### config.mk
export PLATFORM = sky130hd
export DESIGN_NAME = l2_req_scheduler
export DESIGN_NICKNAME = d
export VERILOG_FILES = /design/src/rtl/l2_req_scheduler.sv
export SDC_FILE = /design/constraint.sdc
export NUM_CORES = 1
export LEC_CHECK = 0
export ABC_AREA = 1
export BUFFER_PORTS_ARGS = -buffer_cell sky130_fd_sc_hd__buf_2
export CORE_MARGIN = 5
export CORE_UTILIZATION = 30
export CTS_CLUSTER_DIAMETER = 200
export DETAILED_ROUTE_END_ITERATION = 8
export GPL_ROUTABILITY_DRIVEN = 0
export PLACE_DENSITY = 0.53
export SETUP_SLACK_MARGIN = 0.05
export SLEW_MARGIN = 20
export SYNTH_ARGS = -nofsm -noshare
export SYNTH_HDL_FRONTEND = slang
export SYNTH_SLANG_ARGS = --single-unit
### constraint.sdc
create_clock -name clk -period 1.6 [get_ports clk]
set_input_delay 0.08 -clock clk [delete_from_list [all_inputs] [get_ports clk]]
set_output_delay 0.08 -clock clk [all_outputs]
set_load 0.05 [all_outputs]
### src/rtl/l2_req_scheduler.sv
// L2 front-end request scheduler: fixed-priority arbitration with CPU aging
// and drain-then-issue flush sequencing into a single registered issue slot.
module l2_req_scheduler #(
  parameter int ADDR_W     = 28,
  parameter int STARVE_MAX = 8
) (
  input  logic              clk,
  input  logic              rst,
  input  logic              rsp_valid,
  input  logic [ADDR_W-1:0] rsp_addr,
  output logic              rsp_ready,
  input  logic              fwd_valid,
  input  logic [ADDR_W-1:0] fwd_addr,
  input  logic              fwd_stall,
  output logic              fwd_ready,
  input  logic              cpu_valid,
  input  logic [ADDR_W-1:0] cpu_addr,
  output logic              cpu_ready,
  input  logic              flush_valid,
  output logic              flush_ready,
  input  logic              pipe_busy,
  output logic              issue_valid,
  input  logic              issue_ready,
  output logic [1:0]        issue_src,
  output logic [ADDR_W-1:0] issue_addr,
  output logic              flush_done
);

  typedef enum logic [1:0] {
    S_NORMAL,
    S_DRAIN,
    S_FLUSH,
    S_FLWAIT
  } state_e;

  localparam logic [7:0] StarveMax = 8'(STARVE_MAX);

  state_e            state_q, state_d;
  logic              issue_valid_q, issue_valid_d;
  logic [1:0]        issue_src_q, issue_src_d;
  logic [ADDR_W-1:0] issue_addr_q, issue_addr_d;
  logic [7:0]        starve_cnt_q, starve_cnt_d;
  logic              flush_done_q, flush_done_d;

  logic load;
  logic starved;
  logic fwd_elig;
  logic grant_rsp, grant_fwd, grant_cpu, grant_flush;

  assign load     = !issue_valid_q || issue_ready;
  assign starved  = (starve_cnt_q == StarveMax);
  assign fwd_elig = fwd_valid && !fwd_stall;

  always_comb begin
    grant_rsp   = 1'b0;
    grant_fwd   = 1'b0;
    grant_cpu   = 1'b0;
    grant_flush = 1'b0;
    unique case (state_q)
      S_NORMAL: begin
        if (load) begin
          if (starved && cpu_valid) grant_cpu = 1'b1;
          else if (rsp_valid)       grant_rsp = 1'b1;
          else if (fwd_elig)        grant_fwd = 1'b1;
          else if (cpu_valid)       grant_cpu = 1'b1;
          else if (flush_valid)     grant_flush = 1'b1;
        end
      end
      S_DRAIN: begin
        if (load) begin
          if (rsp_valid)     grant_rsp = 1'b1;
          else if (fwd_elig) grant_fwd = 1'b1;
        end
      end
      default: ;
    endcase
  end

  // Readies are forced low while reset is held.
  assign rsp_ready   = grant_rsp && rst;
  assign fwd_ready   = grant_fwd && rst;
  assign cpu_ready   = grant_cpu && rst;
  assign flush_ready = grant_flush && rst;

  always_comb begin
    starve_cnt_d = starve_cnt_q;
    if (!cpu_valid || grant_cpu) begin
      starve_cnt_d = 8'd0;
    end else if ((grant_rsp || grant_fwd) && !starved) begin
      starve_cnt_d = starve_cnt_q + 8'd1;
    end
  end

  always_comb begin
    state_d       = state_q;
    issue_valid_d = issue_valid_q;
    issue_src_d   = issue_src_q;
    issue_addr_d  = issue_addr_q;
    flush_done_d  = 1'b0;
    unique case (state_q)
      S_NORMAL, S_DRAIN: begin
        if (load) begin
          issue_valid_d = grant_rsp || grant_fwd || grant_cpu;
          unique case (1'b1)
            grant_rsp: begin
              issue_src_d  = 2'd0;
              issue_addr_d = rsp_addr;
            end
            grant_fwd: begin
              issue_src_d  = 2'd1;
              issue_addr_d = fwd_addr;
            end
            grant_cpu: begin
              issue_src_d  = 2'd2;
              issue_addr_d = cpu_addr;
            end
            default: ;
          endcase
        end
        if (grant_flush) state_d = S_DRAIN;
        if (state_q == S_DRAIN && !issue_valid_q && !pipe_busy &&
            !grant_rsp && !grant_fwd) begin
          state_d = S_FLUSH;
        end
      end
      S_FLUSH: begin
        issue_valid_d = 1'b1;
        issue_src_d   = 2'd3;
        issue_addr_d  = '0;
        state_d       = S_FLWAIT;
      end
      S_FLWAIT: begin
        if (issue_ready) begin
          issue_valid_d = 1'b0;
          flush_done_d  = 1'b1;
          state_d       = S_NORMAL;
        end
      end
      default: state_d = S_NORMAL;
    endcase
  end

  always_ff @(posedge clk or negedge rst) begin
    if (!rst) begin
      state_q       <= S_NORMAL;
      issue_valid_q <= 1'b0;
      issue_src_q   <= 2'd0;
      issue_addr_q  <= '0;
      starve_cnt_q  <= 8'd0;
      flush_done_q  <= 1'b0;
    end else begin
      state_q       <= state_d;
      issue_valid_q <= issue_valid_d;
      issue_src_q   <= issue_src_d;
      issue_addr_q  <= issue_addr_d;
      starve_cnt_q  <= starve_cnt_d;
      flush_done_q  <= flush_done_d;
    end
  end

  assign issue_valid = issue_valid_q;
  assign issue_src   = issue_src_q;
  assign issue_addr  = issue_addr_q;
  assign flush_done  = flush_done_q;

endmodule

# ---- Word level (Yosys, flattened, before mapping)
# Cells that the tools add are included.
dict set report op_classes {
  add_sub_neg 1
  eq_ne 8
  mux 41
  n_reduce_logical 29
}
# operator n
set op_table {}
lappend op_table {{$pmux W28 S3} 1}
lappend op_table {{$pmux W28 S2} 1}
lappend op_table {{$mux W28} 1}
lappend op_table {{$mux W1} 26}
lappend op_table {{$mux W8} 2}
lappend op_table {{$pmux W2 S3} 2}
lappend op_table {{$logic_and A1 B1 Y1} 11}
lappend op_table {{$add A8 B1 Y8 const B} 1}
lappend op_table {{$eq A8 B4 Y1 const B} 1}
lappend op_table {{$mux W2} 4}
lappend op_table {{$logic_not A1 Y1} 7}
lappend op_table {{$eq A2 B2 Y1 const B} 2}
lappend op_table {{$logic_or A1 B1 Y1} 4}
lappend op_table {{$ne A2 B2 Y1 const B} 2}
lappend op_table {{$ne A4 B4 Y1 const B} 1}
lappend op_table {{$pmux W1 S2} 2}
lappend op_table {{$pmux W2 S2} 1}
lappend op_table {{$reduce_and A2 Y1} 2}
lappend op_table {{$reduce_bool A2 Y1} 2}
lappend op_table {{$ne A3 B3 Y1 const B} 1}
lappend op_table {{$pmux W1 S3} 1}
lappend op_table {{$reduce_and A3 Y1} 1}
lappend op_table {{$eq A2 B1 Y1 const B} 1}
lappend op_table {{$logic_not A2 Y1} 1}
lappend op_table {{$reduce_or A2 Y1} 1}
dict set report totals {
  ff_bits 42
  out_inout_bits 36
}

# ---- Depth between registers and ports, before layout
dict set report logic_depth {
  depth_word 11
  depth_mapped 13
  mapped_depth_nobuf 11
}

# ---- Worst setup path after synthesis
# Ideal clock, no wire load.
dict set report synth_timing {
  kind {register to output}
  start {register issue_valid_q, in the netlist issue_valid}
  end {output cpu_ready}
  arrival_time_ps 1866
  setup_slack_ps -346
  stages_incl_launch_ff 7
  path_buffers 1
  path_cell_list {dfrtp_1 -> nand2_2 -> nand3_1 -> nor2_2 -> nand2_2 -> buf_2 -> nor2_1}
}
dict set report synth_via {
  elab_chain_cells 5
}
# element line_no
set synth_lines {}
lappend synth_lines {{start, declared} 39} ;# logic issue_valid_q, issue_valid_d;
lappend synth_lines {{start signal, assigned} 153} ;# issue_valid_q <= issue_valid_d;
lappend synth_lines {{$logic_not A1 Y1} 50} ;# assign load = !issue_valid_q || issue_ready;
lappend synth_lines {{$logic_or A1 B1 Y1} 50}
lappend synth_lines {{$mux W1} 61} ;# if (load) begin
lappend synth_lines {{$mux W1} 59} ;# unique case (state_q)
lappend synth_lines {{$logic_and A1 B1 Y1} 82} ;# assign cpu_ready = grant_cpu && rst;
lappend synth_lines {{end, declared} 18} ;# output logic cpu_ready,
# Every way passes these cells.

# ---- Worst setup path after layout
dict set report layout_timing {
  start {register starve_cnt_q[0]}
  end {output cpu_ready}
}
dict set report layout_via {
  elab_chain_cells 6
}
# element line_no
set layout_lines {}
lappend layout_lines {{start, declared} 42} ;# logic [7:0] starve_cnt_q, starve_cnt_d;
lappend layout_lines {{start signal, assigned} 156} ;# starve_cnt_q <= starve_cnt_d;
lappend layout_lines {{$eq A8 B4 Y1} 51} ;# assign starved = (starve_cnt_q == StarveMax);
lappend layout_lines {{$logic_and A1 B1 Y1} 62} ;# if (starved && cpu_valid) grant_cpu = 1'b1;
lappend layout_lines {{$mux W1} 62}
lappend layout_lines {{$mux W1} 61}
lappend layout_lines {{$mux W1} 59}
lappend layout_lines {{$logic_and A1 B1 Y1} 82}
# Every way passes these cells.

==> impl_summary.md <==
Outcome
The run finished, with violations left. The checks that failed: setup timing.

Yosys
By count the netlist is led by 172 x sky130_fd_sc_hd__nand2_1, 54 x sky130_fd_sc_hd__nand3_1, 42 x sky130_fd_sc_hd__dfrtp_1. The number of warnings printed during yosys synthesis is 0. The number of flops mapped to enable cells by yosys is 0. The total standard cell area after synthesis is 3060 um^2. The number of flip-flops and latches in the synthesized netlist is 42. The fraction of synthesized cell area taken by the top area cell type is 0.3434.

The sequential-to-total area share from yosys stat is 0.3434. The share of flip-flops with an asynchronous set or reset after synthesis is 1.000. The biggest area contributor in the post-synthesis netlist is sky130_fd_sc_hd__dfrtp_1.

The number of instances in the synthesized netlist is 424. The post-synth net total is 519. The most numerous cell in the Yosys netlist is sky130_fd_sc_hd__nand2_1. The post-synthesis cell type count is 25.

Among all flip-flop cells after synthesis, the most frequent one is sky130_fd_sc_hd__dfrtp_1. The mean instance size in the synthesized netlist is 7.218 um^2. Yosys attributes the largest share of cell area to sky130_fd_sc_hd__dfrtp_1 34%, sky130_fd_sc_hd__nand2_1 21%, sky130_fd_sc_hd__nand3_2 13%.

Global routing
The number of global-route vias before repair was 3171. The wire length of the first global-routing pass is 16.01 mm. The maximum number of pins on one net before global-route repair is 43. The combined global-route utilization of all metal layers is 0.1564. For this run the aggregate overflow at the end of global routing stands at 0. The number of antenna violations at the first check in global routing is 0.

Worst setup path
The maximum fanout encountered on the critical timing path is 4. The type of destination of the critical path is a primary output. STA classifies the critical path startpoint as a flop. At the worst endpoint, the arrival time is 1.63 ns. The critical path class is flop to primary output.

For the worst setup path, the data required time is 1.52 ns.

Min path
The class of the most critical hold timing path is primary input to flop.

Routing
Once detail routing completed, the nets flagged for antenna violations numbered 0. The DRC marker count from the first detailed-route iteration is 161. The number of optimization iterations in the first detailed-route pass is 5. The routed layout has 3198 vias.

The routed length per placed instance is 13.26 um. The number of vias per cell is 4.454. After detailed routing, the total wire length is 9.519 mm. After detailed routing, the number of remaining DRC violations is 0.

Pwr
The worst voltage drop across the vdd grid is 0.8085 mV. The sum of internal, switching and leakage power is 6.657 mW. In this run the power density over the cells is 1498 nW/um^2. The share of total power dissipated in sequential elements is 0.259.

The design internal power is 3.243 mW. The fraction of power spent switching nets is 0.5129. The power share of the combinational group is 0.616. The net switching power is 3.414 mW. The share of total power dissipated in the clock network is 0.124.

The static leakage is 2.462 nW.

Die
The die span in y is 111 um. The die covers 12320 um^2. The floorplan has 36 rows. In this run the count of I/O pins placed on the die edge is 129. The floorplan die width is 111 um. The floorplan core area is 9864 um^2. The initial standard-cell utilization of the core is 0.3102.

Clock tree
The root cell of the clock tree is sky130_fd_sc_hd__clkbuf_8. The total clock buffers created by CTS is 5. The number of H-tree levels is 2. After clock tree synthesis, the clock-pin slew on the worst setup and hold paths is 0.09 ns. The maximum root-to-sink buffer count is 2.

The CTS tree is built. The clock net in this run drives a total of 42 sinks. The clock latency at the later pin of the worst-skew pair is 0.29 ns.

STA
Setup violations remaining at the end of the flow were counted as 40. The aggregate negative setup slack is -1.804 ns. At the pin with the least slew margin, the transition time is 0.5343 ns. The final number of max-transition violations was 0. After layout, the minimum clock period comes to 1.710 ns. The clock arrives with 0.01073 ns of skew. The final cycle utilization of the critical path is 1.069. The final number of hold-violating endpoints is 0.

Across all hold checks on the routed design, the worst slack comes to 0.05705 ns. The headroom to the max-slew limit is 0.6438. Timing would allow up to 0.5847 GHz. Setup repair after global routing could not meet its margin everywhere. In the post-route analysis, the smallest setup slack over all paths is -0.1102 ns.

Place
The HPWL reported at the end of detailed placement is 7.250 mm. The count of buffers from port buffering is 128.

Finish
After the last flow step, the layout net total stands at 679. The area added between synthesis and finish is 45.26%. Fill cells in the final layout number 1024. The number of diodes added for antenna fixing is 0. In the final layout, the share of cells above drive strength 1 is 0.4496.

Flow run
The tool flagged a number of max-cap violations equal to 0.
-- worst max-delay path, cell delays in order, from the launching register on --
cell	delay, ns
sky130_fd_sc_hd__dfrtp_1	0.39
sky130_fd_sc_hd__inv_2	0.09
sky130_fd_sc_hd__ha_4	0.14
sky130_fd_sc_hd__nand3_4	0.08
sky130_fd_sc_hd__o21ai_4	0.18
sky130_fd_sc_hd__nand2_4	0.09
sky130_fd_sc_hd__buf_6	0.13
sky130_fd_sc_hd__nor2_4	0.08
sky130_fd_sc_hd__buf_8	0.15
-- flip-flops by register name, indices dropped and copies added, names as in the netlist --
| name | flops |
|---|---|
| issue_src | 2 |
| starve_cnt_q | 8 |
| state_q | 2 |
| issue_valid | 1 |
| issue_addr | 28 |
| flush_done | 1 |
-- path summary, 6_finish.rpt --
path | start | to | slack (ns) | depth (start not counted)
hold reg to reg | issue_addr[3] | issue_addr[3] | 0.48 | 2
hold / removal | issue_ready | flush_done | 0.06 | 3
min in group asynchronous | rst | issue_addr[26] | 0.44 | 3
setup reg to reg | starve_cnt_q[0] | issue_addr[3] | -0.06 | 11
setup / recovery | starve_cnt_q[0] | cpu_ready | -0.11 | 8
max in group asynchronous | rst | issue_valid | 0.77 | 3
-- what timing repair did --
| item | in CTS | in global routing |
|---|---|---|
| hold endpoints to repair | 42 | 0 |
| hold buffers | 1 | 0 |
| setup buffers | 10 | 2 |
| resized for setup | 41 | 16 |
| pin swaps | 10 | 5 |
| endpoints found under the setup margin | 44 | 45 |
-- placed cells by master (no fill, tap or decap), types with 2 or more instances in the layout --
cell,instances
sky130_fd_sc_hd__clkinv_2,2
sky130_fd_sc_hd__buf_4,30
sky130_fd_sc_hd__nand2_1,167
sky130_fd_sc_hd__inv_1,37
sky130_fd_sc_hd__o21ai_4,2
sky130_fd_sc_hd__nor2_4,8
sky130_fd_sc_hd__dfrtp_1,41
sky130_fd_sc_hd__nand3_1,51
sky130_fd_sc_hd__nand3b_1,4
sky130_fd_sc_hd__nor2_1,9
sky130_fd_sc_hd__xor2_1,6
sky130_fd_sc_hd__clkbuf_8,5
sky130_fd_sc_hd__buf_6,9
sky130_fd_sc_hd__buf_12,5
sky130_fd_sc_hd__nand2_4,6
sky130_fd_sc_hd__nor2_2,2
sky130_fd_sc_hd__nand3_2,42
sky130_fd_sc_hd__inv_2,7
sky130_fd_sc_hd__nand2_2,6
sky130_fd_sc_hd__nand3_4,2
sky130_fd_sc_hd__buf_2,124
sky130_fd_sc_hd__buf_8,7
-- through the flow --
step / util / worst slack (ns) / cell area (um^2) / instances
2_1_floorplan: - / 0.05983 / 3087 / 424
3_3_place_gp: 0.4075 / -0.03374 / 4020 / 697
3_5_place_dp: 0.4075 / -0.1115 / 4020 / 697
4_1_cts: 0.4423 / -0.1180 / 4363 / 716
5_1_grt: 0.4507 / -0.2011 / 4446 / 718
6_report: 0.4507 / -0.1102 / 4446 / 718
-- area by class of cell --
cell class              count  area (um^2)  area share
clock buffers               5        68.82     0.01548
clock inverters             3        40.04    0.009006
inverters                  44        165.2     0.03715
multi-input cells         315         1790      0.4028
flip-flops and latches     42         1052      0.2367
well taps                 133        166.4     0.03743
repair buffers            176         1162      0.2615
-- metal layers --
layer	vias up	part of all wire	global-route usage
met4	0	0.0065	0.02956
met5	-	0	0
met1	1451	0.47	0.2094
met3	6	0.062	0.03603
li1	1648	-	-
met2	93	0.46	0.2597
-- power groups by stage --
stage	registers (mW)	clock network, mW	logic [mW]
floorplan	3.00	0	1.37
global placement	1.73	0	3.80
detailed placement	1.73	0	3.84
CTS	1.73	0.868	4.07
global route	1.78	0.904	4.45
finish	1.73	0.827	4.10
-- kinds of logic after synthesis --
logic type | count (synthesis) | share of synthesized area
AND/OR/NAND/NOR | 299 | 0.4951
buffers and inverters | 67 | 0.1190
flip-flops | 42 | 0.3434
AO/OA/AOI/OAI | 8 | 0.01717
XOR/XNOR | 6 | 0.01717
adder cells (fa/ha/maj) | 2 | 0.008175
Power figures use the tool's default switching activity.
